### config.mk
export PLATFORM = sky130hd
export DESIGN_NAME = mips_multicycle_ctrl
export DESIGN_NICKNAME = d
export VERILOG_FILES = /design/src/rtl/mips_multicycle_ctrl.sv
export SDC_FILE = /design/constraint.sdc
export NUM_CORES = 1
export LEC_CHECK = 0
export BUFFER_PORTS_ARGS = -buffer_cell sky130_fd_sc_hd__buf_4
export CORE_AREA = 8 8 45 47
export DETAILED_ROUTE_END_ITERATION = 8
export DIE_AREA = 0 0 53 55
export PLACE_DENSITY = 0.92
export SLEW_MARGIN = 20
export SYNTH_ARGS = -nofsm -noshare
export SYNTH_HDL_FRONTEND = slang
export SYNTH_SLANG_ARGS = --single-unit
### constraint.sdc
create_clock -name clk -period 2.25 [get_ports clk]
set_input_delay 0.45 -clock clk [delete_from_list [all_inputs] [get_ports clk]]
set_output_delay 0.45 -clock clk [all_outputs]
set_load 0.01 [all_outputs]
### src/rtl/mips_multicycle_ctrl.sv
// Multicycle MIPS control FSM: sequences fetch/decode/execute/memory/writeback and drives the ALU and datapath controls.
// Optional build macro MIPS_CTRL_BNE_EN adds bne sharing the beq execute state with an inverted zero sense.
module mips_multicycle_ctrl (
  input  logic       clk,
  input  logic       rst,
  input  logic [5:0] opcode,
  input  logic [5:0] funct,
  input  logic       zero,
  output logic [2:0] alu_op,
  output logic       alu_src_a,
  output logic [1:0] alu_src_b,
  output logic [1:0] pc_src,
  output logic       pc_en,
  output logic       iord,
  output logic       mem_write,
  output logic       ir_write,
  output logic       reg_dst,
  output logic       mem_to_reg,
  output logic       reg_write,
  output logic       illegal,
  output logic [3:0] state
);

  localparam logic [3:0] S_FETCH   = 4'd0;
  localparam logic [3:0] S_DECODE  = 4'd1;
  localparam logic [3:0] S_MEMADR  = 4'd2;
  localparam logic [3:0] S_MEMRD   = 4'd3;
  localparam logic [3:0] S_MEMWB   = 4'd4;
  localparam logic [3:0] S_MEMWR   = 4'd5;
  localparam logic [3:0] S_RTYPEEX = 4'd6;
  localparam logic [3:0] S_RTYPEWB = 4'd7;
  localparam logic [3:0] S_BEQEX   = 4'd8;
  localparam logic [3:0] S_ADDIEX  = 4'd9;
  localparam logic [3:0] S_ADDIWB  = 4'd10;
  localparam logic [3:0] S_JEX     = 4'd11;

  localparam logic [5:0] OP_RTYPE = 6'b000000;
  localparam logic [5:0] OP_LW    = 6'b100011;
  localparam logic [5:0] OP_SW    = 6'b101011;
  localparam logic [5:0] OP_BEQ   = 6'b000100;
  localparam logic [5:0] OP_ADDI  = 6'b001000;
  localparam logic [5:0] OP_J     = 6'b000010;
`ifdef MIPS_CTRL_BNE_EN
  localparam logic [5:0] OP_BNE   = 6'b000101;
`endif

  localparam logic [2:0] ALU_AND = 3'b000;
  localparam logic [2:0] ALU_OR  = 3'b001;
  localparam logic [2:0] ALU_ADD = 3'b010;
  localparam logic [2:0] ALU_SUB = 3'b110;
  localparam logic [2:0] ALU_SLT = 3'b111;

  logic [3:0] state_q, state_d;
  logic       illegal_q, illegal_d;
  logic       op_legal, fn_legal;
  logic [2:0] fn_alu_op;
  logic       branch_taken;

  always_comb begin
    op_legal = 1'b0;
    case (opcode)
      OP_LW, OP_SW, OP_RTYPE, OP_BEQ, OP_ADDI, OP_J: op_legal = 1'b1;
`ifdef MIPS_CTRL_BNE_EN
      OP_BNE: op_legal = 1'b1;
`endif
      default: op_legal = 1'b0;
    endcase
  end

  // Unsupported funct still executes as ADD so the writeback state stays uniform.
  always_comb begin
    fn_legal  = 1'b1;
    fn_alu_op = ALU_ADD;
    case (funct)
      6'b100000: fn_alu_op = ALU_ADD;
      6'b100010: fn_alu_op = ALU_SUB;
      6'b100100: fn_alu_op = ALU_AND;
      6'b100101: fn_alu_op = ALU_OR;
      6'b101010: fn_alu_op = ALU_SLT;
      default:   fn_legal  = 1'b0;
    endcase
  end

`ifdef MIPS_CTRL_BNE_EN
  // Branch sense captured in DECODE: 1 means branch on not-equal.
  logic bne_q;
  always_ff @(posedge clk) begin
    if (rst) bne_q <= 1'b0;
    else if (state_q == S_DECODE) bne_q <= (opcode == OP_BNE);
  end
  assign branch_taken = zero ^ bne_q;
`else
  assign branch_taken = zero;
`endif

  assign illegal_d = ((state_q == S_DECODE) && !op_legal) ||
                     ((state_q == S_RTYPEEX) && !fn_legal);

  always_ff @(posedge clk) begin
    if (rst) begin
      state_q   <= S_FETCH;
      illegal_q <= 1'b0;
    end else begin
      state_q   <= state_d;
      illegal_q <= illegal_d;
    end
  end

  always_comb begin
    state_d = S_FETCH;
    case (state_q)
      S_FETCH:  state_d = S_DECODE;
      S_DECODE: begin
        case (opcode)
          OP_LW, OP_SW: state_d = S_MEMADR;
          OP_RTYPE:     state_d = S_RTYPEEX;
          OP_BEQ:       state_d = S_BEQEX;
`ifdef MIPS_CTRL_BNE_EN
          OP_BNE:       state_d = S_BEQEX;
`endif
          OP_ADDI:      state_d = S_ADDIEX;
          OP_J:         state_d = S_JEX;
          default:      state_d = S_FETCH;
        endcase
      end
      S_MEMADR:  state_d = (opcode == OP_SW) ? S_MEMWR : S_MEMRD;
      S_MEMRD:   state_d = S_MEMWB;
      S_RTYPEEX: state_d = S_RTYPEWB;
      S_ADDIEX:  state_d = S_ADDIWB;
      default:   state_d = S_FETCH;
    endcase
  end

  // During reset the outputs show FETCH values with every write enable held low.
  always_comb begin
    alu_op     = 3'b000;
    alu_src_a  = 1'b0;
    alu_src_b  = 2'b00;
    pc_src     = 2'b00;
    pc_en      = 1'b0;
    iord       = 1'b0;
    mem_write  = 1'b0;
    ir_write   = 1'b0;
    reg_dst    = 1'b0;
    mem_to_reg = 1'b0;
    reg_write  = 1'b0;
    case (rst ? S_FETCH : state_q)
      S_FETCH: begin
        ir_write  = 1'b1;
        alu_src_b = 2'b01;
        alu_op    = ALU_ADD;
        pc_en     = 1'b1;
      end
      S_DECODE: begin
        alu_src_b = 2'b11;
        alu_op    = ALU_ADD;
      end
      S_MEMADR, S_ADDIEX: begin
        alu_src_a = 1'b1;
        alu_src_b = 2'b10;
        alu_op    = ALU_ADD;
      end
      S_MEMRD: iord = 1'b1;
      S_MEMWB: begin
        mem_to_reg = 1'b1;
        reg_write  = 1'b1;
      end
      S_MEMWR: begin
        iord      = 1'b1;
        mem_write = 1'b1;
      end
      S_RTYPEEX: begin
        alu_src_a = 1'b1;
        alu_op    = fn_alu_op;
      end
      S_RTYPEWB: begin
        reg_dst   = 1'b1;
        reg_write = 1'b1;
      end
      S_BEQEX: begin
        alu_src_a = 1'b1;
        alu_op    = ALU_SUB;
        pc_src    = 2'b01;
        pc_en     = branch_taken;
      end
      S_ADDIWB: reg_write = 1'b1;
      S_JEX: begin
        pc_src = 2'b10;
        pc_en  = 1'b1;
      end
      default: ;
    endcase
    if (rst) begin
      pc_en     = 1'b0;
      mem_write = 1'b0;
      ir_write  = 1'b0;
      reg_write = 1'b0;
    end
  end

  assign illegal = illegal_q;
  assign state   = state_q;

endmodule

==> impl_metrics.tcl, run 1 <==
set metrics [dict create \
    num_rows 14 \
    path_clk_slew_ns 0.04 \
    ant_nets 0 \
    cp.arrival_ns 1.64 \
    firstDrtPassIters 4 \
    ys_warn_count 0 \
    synth-edff-count 0 \
    cts_resized 0 \
    cp-start-kind "flop" \
    power_frac_comb 0.288 \
    setup-tns-final_ns 0 \
    p_int_mw 0.203 \
    status "finished, final reports clean" \
    final_hold_viol_count 0 \
    rr_worst_depth 3 \
    regToRegEndpoint "state[3]" \
    pwr_density_cell_nw_per_um2 338 \
    r2r_slack_ns 0.84 \
    core_um2 1380 \
    place.gp.congestion 0.869 \
    power.share.clock 0.364 \
    synth_largest_area_cell "dfxtp_1" \
    initial_core_util 0.411 \
    wl_per_cell_um 14.2 \
    layout-drive-gt1-share 0.379 \
    endpoint "alu_src_b[1]" \
    synth_seq_cells 5 \
    yosys-top-cells-count "10 x nor2_1, 7 x nor3_1, 5 x dfxtp_1, 5 x o21ai_0" \
    grt_max_degree 17 \
    finish.utilization 0.618 \
    io_buffers 34 \
    ys_types 38 \
    cp.required_ns 1.80 \
    avgSynthCellArea_um2 6.94 \
    crit_fanout 15 \
    avgViaCountPerCell 5.73 \
    power.leakage_nw 0.368 \
    cts_root_buffer "clkbuf_4" \
    grt_setup_unrepaired "false" \
    grt_use_total 0.130 \
    synth_area_um2 569 \
    cts_made_buffers 3 \
    pwr-share-seq 0.349 \
    die_x_um 53 \
    r2r_start "state[0]" \
    vias 757 \
    cp-end-kind "output pin" \
    post-route-period-util 0.931 \
    slew-limit-headroom 0.662 \
    syn_inst 82 \
    insertion_delay_ns 0.24 \
    cts_setup_buffers 0 \
    synth.most_common_cell "nor2_1" \
    die_area_um2 2920 \
    startpoint "state[1]" \
    maxCapViolations 0 \
    synth.area.top_cells "dfxtp_1 18%, nor2_1 6.6%, nor3_1 6.2%" \
    synth.yosys.seq_area_share 0.176 \
    clockBufferDepth 2 \
    power.switching_mw 0.0863 \
    drcViolationCount 0 \
    cts_tree "yes" \
    grt_overflow 0 \
    grt_pass1_vias 706 \
    synth.top_cell.area_share 0.176 \
    synth-main-ff-cell "dfxtp_1" \
    synthesis.nets 97 \
    die_h_um 55 \
    drtIter0Drc 10 \
    cts_sinks 5 \
    slew_violations 0 \
    hpwl_um 1510 \
    cts.htree.levels 1 \
    timing.final.crit_period_ns 2.09 \
    antenna_found_initial 0 \
    path_class "reg2out" \
    swShare 0.299 \
    grt_pass1_wl_um 2930 \
    vdd_drop_max_uv 361 \
    nNetsFinal 132 \
    wl_um 1870 \
    setup_viol 0 \
    antenna_cells 0 \
    fillers 140 \
    fmax_mhz 478 \
    io_pins 35 \
    clock_skew_ns 0.00184 \
    hold_path_class "in2reg" \
    postCtsHoldBufs 0 \
    area_growth_pct 50.3 \
    async_flop_share 0 \
    tightest_slew_ns 0.507 \
]
==> critical path, stage by stage, from the launching register on <==
cell	delay [ns]
dfxtp_1	0.62
nand2b_1	0.25
o21a_1	0.22
nor3_1	0.15
buf_4	0.16
==> state kept, by name, indices dropped and copies added (netlist names) <==
name	cells
state	4
illegal	1
==> power by group through the flow <==
stage	Clock [mW]	Combinational, mW	Sequential (mW)
2_1_floorplan	0	0.0420	0.0984
3_3_place_gp	0	0.0812	0.102
3_5_place_dp	0	0.0831	0.102
4_1_cts	0.109	0.0835	0.101
5_1_grt	0.117	0.0919	0.101
6_report	0.105	0.0832	0.101
==> through the flow <==
stage / cell area [um2] / worst slack, ns / cells / power, mW / hold slack (ns)
after CTS: 856 / 0.147 / 132 / 0.293 / 0.546
after detailed placement: 830 / 0.377 / 128 / 0.185 / 0.659
after global placement: 830 / 0.393 / 128 / 0.183 / 0.659
after global routing: 856 / 0.0390 / 132 / 0.310 / 0.571
final: 856 / 0.156 / 132 / 0.289 / 0.548
after floorplan: 569 / 0.498 / 82 / 0.140 / 0.651
==> cells in the final DEF, fill, tap and decap left out, types with 2 or more instances in the layout <==
cell / count
o21a_1: 2
dfxtp_1: 5
a21oi_1: 2
xor2_1: 3
nand2b_1: 4
buf_4: 35
nand2_1: 2
nor2_1: 10
a21o_1: 2
o21ai_0: 5
nand3_1: 3
inv_1: 4
and3_1: 3
clkbuf_4: 3
nor4_1: 2
a211oi_1: 2
nor3_1: 7
==> final cells by class <==
type	count	area, um2	area share
Multi-Input combinational cell	67	428	0.500
Tap cell	16	20.0	0.0234
Sequential cell	5	100	0.117
Timing Repair Buffer	35	263	0.307
Inverter	5	18.8	0.0219
Clock buffer	4	26.3	0.0307
==> cells by family after synthesis <==
family / count (synthesis) / share of synthesized area
simple gates: 40 / 0.389
buf+inv: 10 / 0.0725
compound gates: 24 / 0.316
flops: 5 / 0.176
xor+xnor: 3 / 0.0462
==> routing by layer <==
metal	up-vias	share of wire	GRT usage
met3	2	0.13	0.0695
met4	0	0.0059	0.0517
met5	-	0	0
li1	376	-	-
met1	339	0.39	0.135
met2	40	0.48	0.217
==> how the worst min path moves through the flow <==
| stage | cells after the start | end | startpoint | slack [ns] |
|---|---|---|---|---|
| after floorplan | 2 | illegal | state[3] | 0.65 |
| after global placement | 3 | illegal | state[2] | 0.66 |
| after detailed placement | 2 | state[1] | state[3] | 0.66 |
| after CTS | 4 | state[0] | opcode[5] | 0.55 |
| after global routing | 4 | state[0] | opcode[5] | 0.57 |
| final | 4 | state[0] | opcode[5] | 0.55 |
No activity file was read; power rests on OpenSTA's default activity.
==> inputs of run 2 (changes only) <==
--- a/config.mk
+++ b/config.mk
@@ -9,7 +9,7 @@
 export CORE_AREA = 8 8 45 47
 export DETAILED_ROUTE_END_ITERATION = 8
 export DIE_AREA = 0 0 53 55
-export PLACE_DENSITY = 0.92
+export PLACE_DENSITY = 0.88
 export SLEW_MARGIN = 20
 export SYNTH_ARGS = -nofsm -noshare
 export SYNTH_HDL_FRONTEND = slang
==> impl_metrics.tcl, run 2 (synthesis results as in run 1) <==
set metrics [dict create \
    setup_viol 0 \
    clockBufferDepth 2 \
    drcViolationCount 0 \
    post-route-period-util 0.921 \
    avgViaCountPerCell 5.68 \
    grt_use_total 0.133 \
    slew-limit-headroom 0.668 \
    area_growth_pct 50.8 \
    layout-drive-gt1-share 0.397 \
    antenna_cells 0 \
    place.gp.congestion 0.862 \
    core_um2 1380 \
    crit_fanout 12 \
    vias 750 \
    tightest_slew_ns 0.497 \
    cp.arrival_ns 1.62 \
    fmax_mhz 482 \
    cts_root_buffer "clkbuf_4" \
    regToRegEndpoint "state[3]" \
    drtIter0Drc 11 \
    largest_reg_flops 4 \
    cts.htree.levels 1 \
    fillers 129 \
    antenna_found_initial 0 \
    grt_pass1_vias 723 \
    power.leakage_nw 0.372 \
    postCtsHoldBufs 0 \
    cts_resized 0 \
    finish.utilization 0.620 \
    r2r_start "state[0]" \
    pwr_density_cell_nw_per_um2 344 \
    grt_pass1_wl_um 2900 \
    path_clk_slew_ns 0.05 \
    cp-end-kind "output pin" \
    path_class "reg2out" \
    die_h_um 55 \
    num_rows 14 \
    hpwl_um 1530 \
    nNetsFinal 132 \
    wl_per_cell_um 14.6 \
    initial_core_util 0.411 \
    cts_tree "yes" \
    r2r_slack_ns 0.82 \
    slew_violations 0 \
    hold_path_class "in2reg" \
    fin_cells 132 \
    vdd_drop_max_uv 249 \
    final_hold_viol_count 0 \
    endpoint "alu_op[2]" \
    cp.required_ns 1.80 \
    ant_nets 0 \
    dp.cells 128 \
    insertion_delay_ns 0.25 \
    cts_sinks 5 \
    cts_setup_buffers 0 \
    layout_common_cells "35 x buf_4, 10 x nor2_1, 7 x nor3_1, 5 x o21ai_0" \
    status "finished, final reports clean" \
    grt_setup_unrepaired "false" \
    setup-tns-final_ns 0 \
    startpoint "state[3]" \
    clock_skew_ns 0.00808 \
    die_x_um 53 \
    layout_commonest_cell "buf_4" \
    cts_made_buffers 3 \
    io_buffers 34 \
    firstDrtPassIters 4 \
    grt_overflow 0 \
    io_pins 35 \
    timing.final.crit_period_ns 2.07 \
    maxCapViolations 0 \
    die_area_um2 2920 \
    grt_max_degree 17 \
    cp-start-kind "flop" \
    rr_worst_depth 3 \
    wl_um 1930 \
]
## run 2: cell count changes in the layout (fill, tap and decap cells not counted)
cell / delta
clkinv_2: +1
clkbuf_1: -1
dfxtp_2: +1
dfxtp_1: -1
## run 2: worst min path at each step
| stage | startpoint | to | slack, ns | cells after the start |
|---|---|---|---|---|
| 2_1_floorplan | state[3] | illegal | 0.65 | 2 |
| 3_3_place_gp | state[2] | illegal | 0.66 | 3 |
| 3_5_place_dp | state[3] | state[1] | 0.68 | 2 |
| 4_1_cts | opcode[5] | state[0] | 0.54 | 4 |
| 5_1_grt | opcode[5] | state[0] | 0.55 | 4 |
| 6_report | opcode[5] | state[0] | 0.54 | 4 |
## run 2: per-layer routing
layer	GRT usage	routed length [um]	vias to the layer above
met5	0	0	-
met4	0.112	29	0
met3	0.0508	179	4
met2	0.230	964	26
met1	0.123	759	346
li1	-	-	374
## run 2: cell type report
class,instances,area [um2],area share
multi-input combinational,67,428,0.499
timing repair buffer,35,263,0.306
sequential,5,101,0.118
clock buffer,3,22.5,0.0262
tap,16,20.0,0.0233
inverter,5,18.8,0.0219
clock inverter,1,5.00,0.00583
## run 2: stage by stage
step | power, mW | setup slack (ns) | cell area [um2] | hold WS, ns
after detailed placement | 0.186 | 0.365 | 830 | 0.678
after global routing | 0.310 | 0.0664 | 858 | 0.547
after floorplan | 0.140 | 0.498 | 569 | 0.651
final | 0.295 | 0.177 | 858 | 0.536
after CTS | 0.299 | 0.0641 | 857 | 0.537
after global placement | 0.183 | 0.407 | 830 | 0.661
## run 2: report_power, final
part           switching, mW  internal, mW  leakage (nW)
clock network         0.0461        0.0649        0.0177
registers            0.00852        0.0921        0.0413
logic                 0.0406        0.0433         0.313
## run 2: critical path, cell delays in order, from the launching register on
cell and delay, ns:
dfxtp_1 0.55, nand2b_1 0.19, nor4_1 0.37, a21o_1 0.14, buf_4 0.12
==> inputs of run 3 (changes only) <==
--- a/config.mk
+++ b/config.mk
@@ -10,6 +10,7 @@
 export DETAILED_ROUTE_END_ITERATION = 8
 export DIE_AREA = 0 0 53 55
 export PLACE_DENSITY = 0.88
+export REMOVE_ABC_BUFFERS = 1
 export SLEW_MARGIN = 20
 export SYNTH_ARGS = -nofsm -noshare
 export SYNTH_HDL_FRONTEND = slang
==> impl_metrics.tcl, run 3 (synthesis results as in run 1) <==
set metrics [dict create \
    cts.htree.levels 1 \
    clock_skew_ns 0.00886 \
    vdd_drop_max_uv 248 \
    nNetsFinal 133 \
    final_hold_viol_count 0 \
    clockBufferDepth 2 \
    antenna_cells 0 \
    drcViolationCount 0 \
    layout_common_cells "36 x buf_4, 10 x nor2_1, 7 x nor3_1, 5 x o21ai_0, 5 x dfxtp_1" \
    die_area_um2 2920 \
    io_pins 35 \
    cp.arrival_ns 1.61 \
    path_clk_slew_ns 0.05 \
    largest_reg_flops 4 \
    cp-end-kind "output pin" \
    final_area_um2 863 \
    hpwl_um 1530 \
    antenna_found_initial 0 \
    die_x_um 53 \
    drtIter0Drc 22 \
    fillers 129 \
    cts_made_buffers 3 \
    avgViaCountPerCell 5.69 \
    cp.required_ns 1.80 \
    post-route-period-util 0.915 \
    initial_core_util 0.411 \
    wl_um 1940 \
    slew_violations 0 \
    fmax_mhz 486 \
    cts_root_buffer "clkbuf_4" \
    grt_use_total 0.143 \
    core_um2 1380 \
    die_h_um 55 \
    layout-drive-gt1-share 0.385 \
    hold_path_class "in2reg" \
    place.gp.congestion 0.814 \
    ant_nets 0 \
    setup_slack_ns 0.191 \
    setup-tns-final_ns 0 \
    dpl_cell_area_um2 837 \
    area_growth_pct 51.6 \
    layout_commonest_cell "buf_4" \
    num_rows 14 \
    tightest_slew_ns 0.507 \
    grt_setup_unrepaired "false" \
    grt_overflow 0 \
    grt_pass1_vias 740 \
    status "finished, final reports clean" \
    power.leakage_nw 0.374 \
    timing.final.crit_period_ns 2.06 \
    grt_max_degree 17 \
    postCtsHoldBufs 0 \
    path_class "reg2out" \
    firstDrtPassIters 4 \
    maxCapViolations 0 \
    cp-start-kind "flop" \
    crit_fanout 12 \
    grt_pass1_wl_um 3230 \
    cts_setup_buffers 0 \
    cts_sinks 5 \
    io_buffers 34 \
    pwr_density_cell_nw_per_um2 337 \
    post-place-ws_ns 0.372 \
    vias 757 \
    cts_tree "yes" \
    insertion_delay_ns 0.25 \
    wl_per_cell_um 14.5 \
    cts_resized 0 \
    setup_viol 0 \
    slew-limit-headroom 0.662 \
]
run 3: metal layers:
metal | vias up | global-route usage | routed length [um]
li1 | 378 | - | -
met5 | - | 0 | 0
met2 | 40 | 0.254 | 898
met1 | 335 | 0.142 | 768
met4 | 0 | 0.0733 | 34
met3 | 4 | 0.0561 | 234
run 3: metrics by stage:
step / utilization / power [mW] / hold slack, ns / std cells
2_1_floorplan: - / 0.137 / 0.630 / 77
3_3_place_gp: 0.605 / 0.183 / 0.631 / 129
3_5_place_dp: 0.605 / 0.187 / 0.635 / 129
4_1_cts: 0.624 / 0.294 / 0.548 / 133
5_1_grt: 0.624 / 0.308 / 0.580 / 133
6_report: 0.624 / 0.291 / 0.553 / 133
run 3: final cells by class:
cell class | count | area, um2 | share of cell area
Sequential cell | 5 | 100 | 0.116
Multi-Input combinational cell | 67 | 428 | 0.496
Tap cell | 16 | 20.0 | 0.0232
Inverter | 5 | 18.8 | 0.0217
Clock buffer | 4 | 26.3 | 0.0304
Timing Repair Buffer | 36 | 270 | 0.313
run 3: worst paths after layout:
check,start,to,slack (ns),cells past startpoint
setup / recovery,state[3],alu_op[2],0.19,4
setup reg to reg,state[0],state[1],0.86,3
hold / removal,opcode[5],state[0],0.55,4
hold reg to reg,state[1],illegal,0.66,2
run 3: critical path, stage by stage, from the launching register on:
cell and delay [ns]:
dfxtp_1 0.54, nand2b_1 0.17, nor4_1 0.37, a21o_1 0.15
buf_4 0.12
run 3: report_power, final:
part           switching (mW)  leakage, nW  internal [mW]  total [mW]
Clock                  0.0384       0.0150         0.0672       0.106
Sequential            0.00737       0.0408         0.0923      0.0997
Combinational          0.0419        0.318         0.0437      0.0856
Total                  0.0877        0.374          0.203       0.291
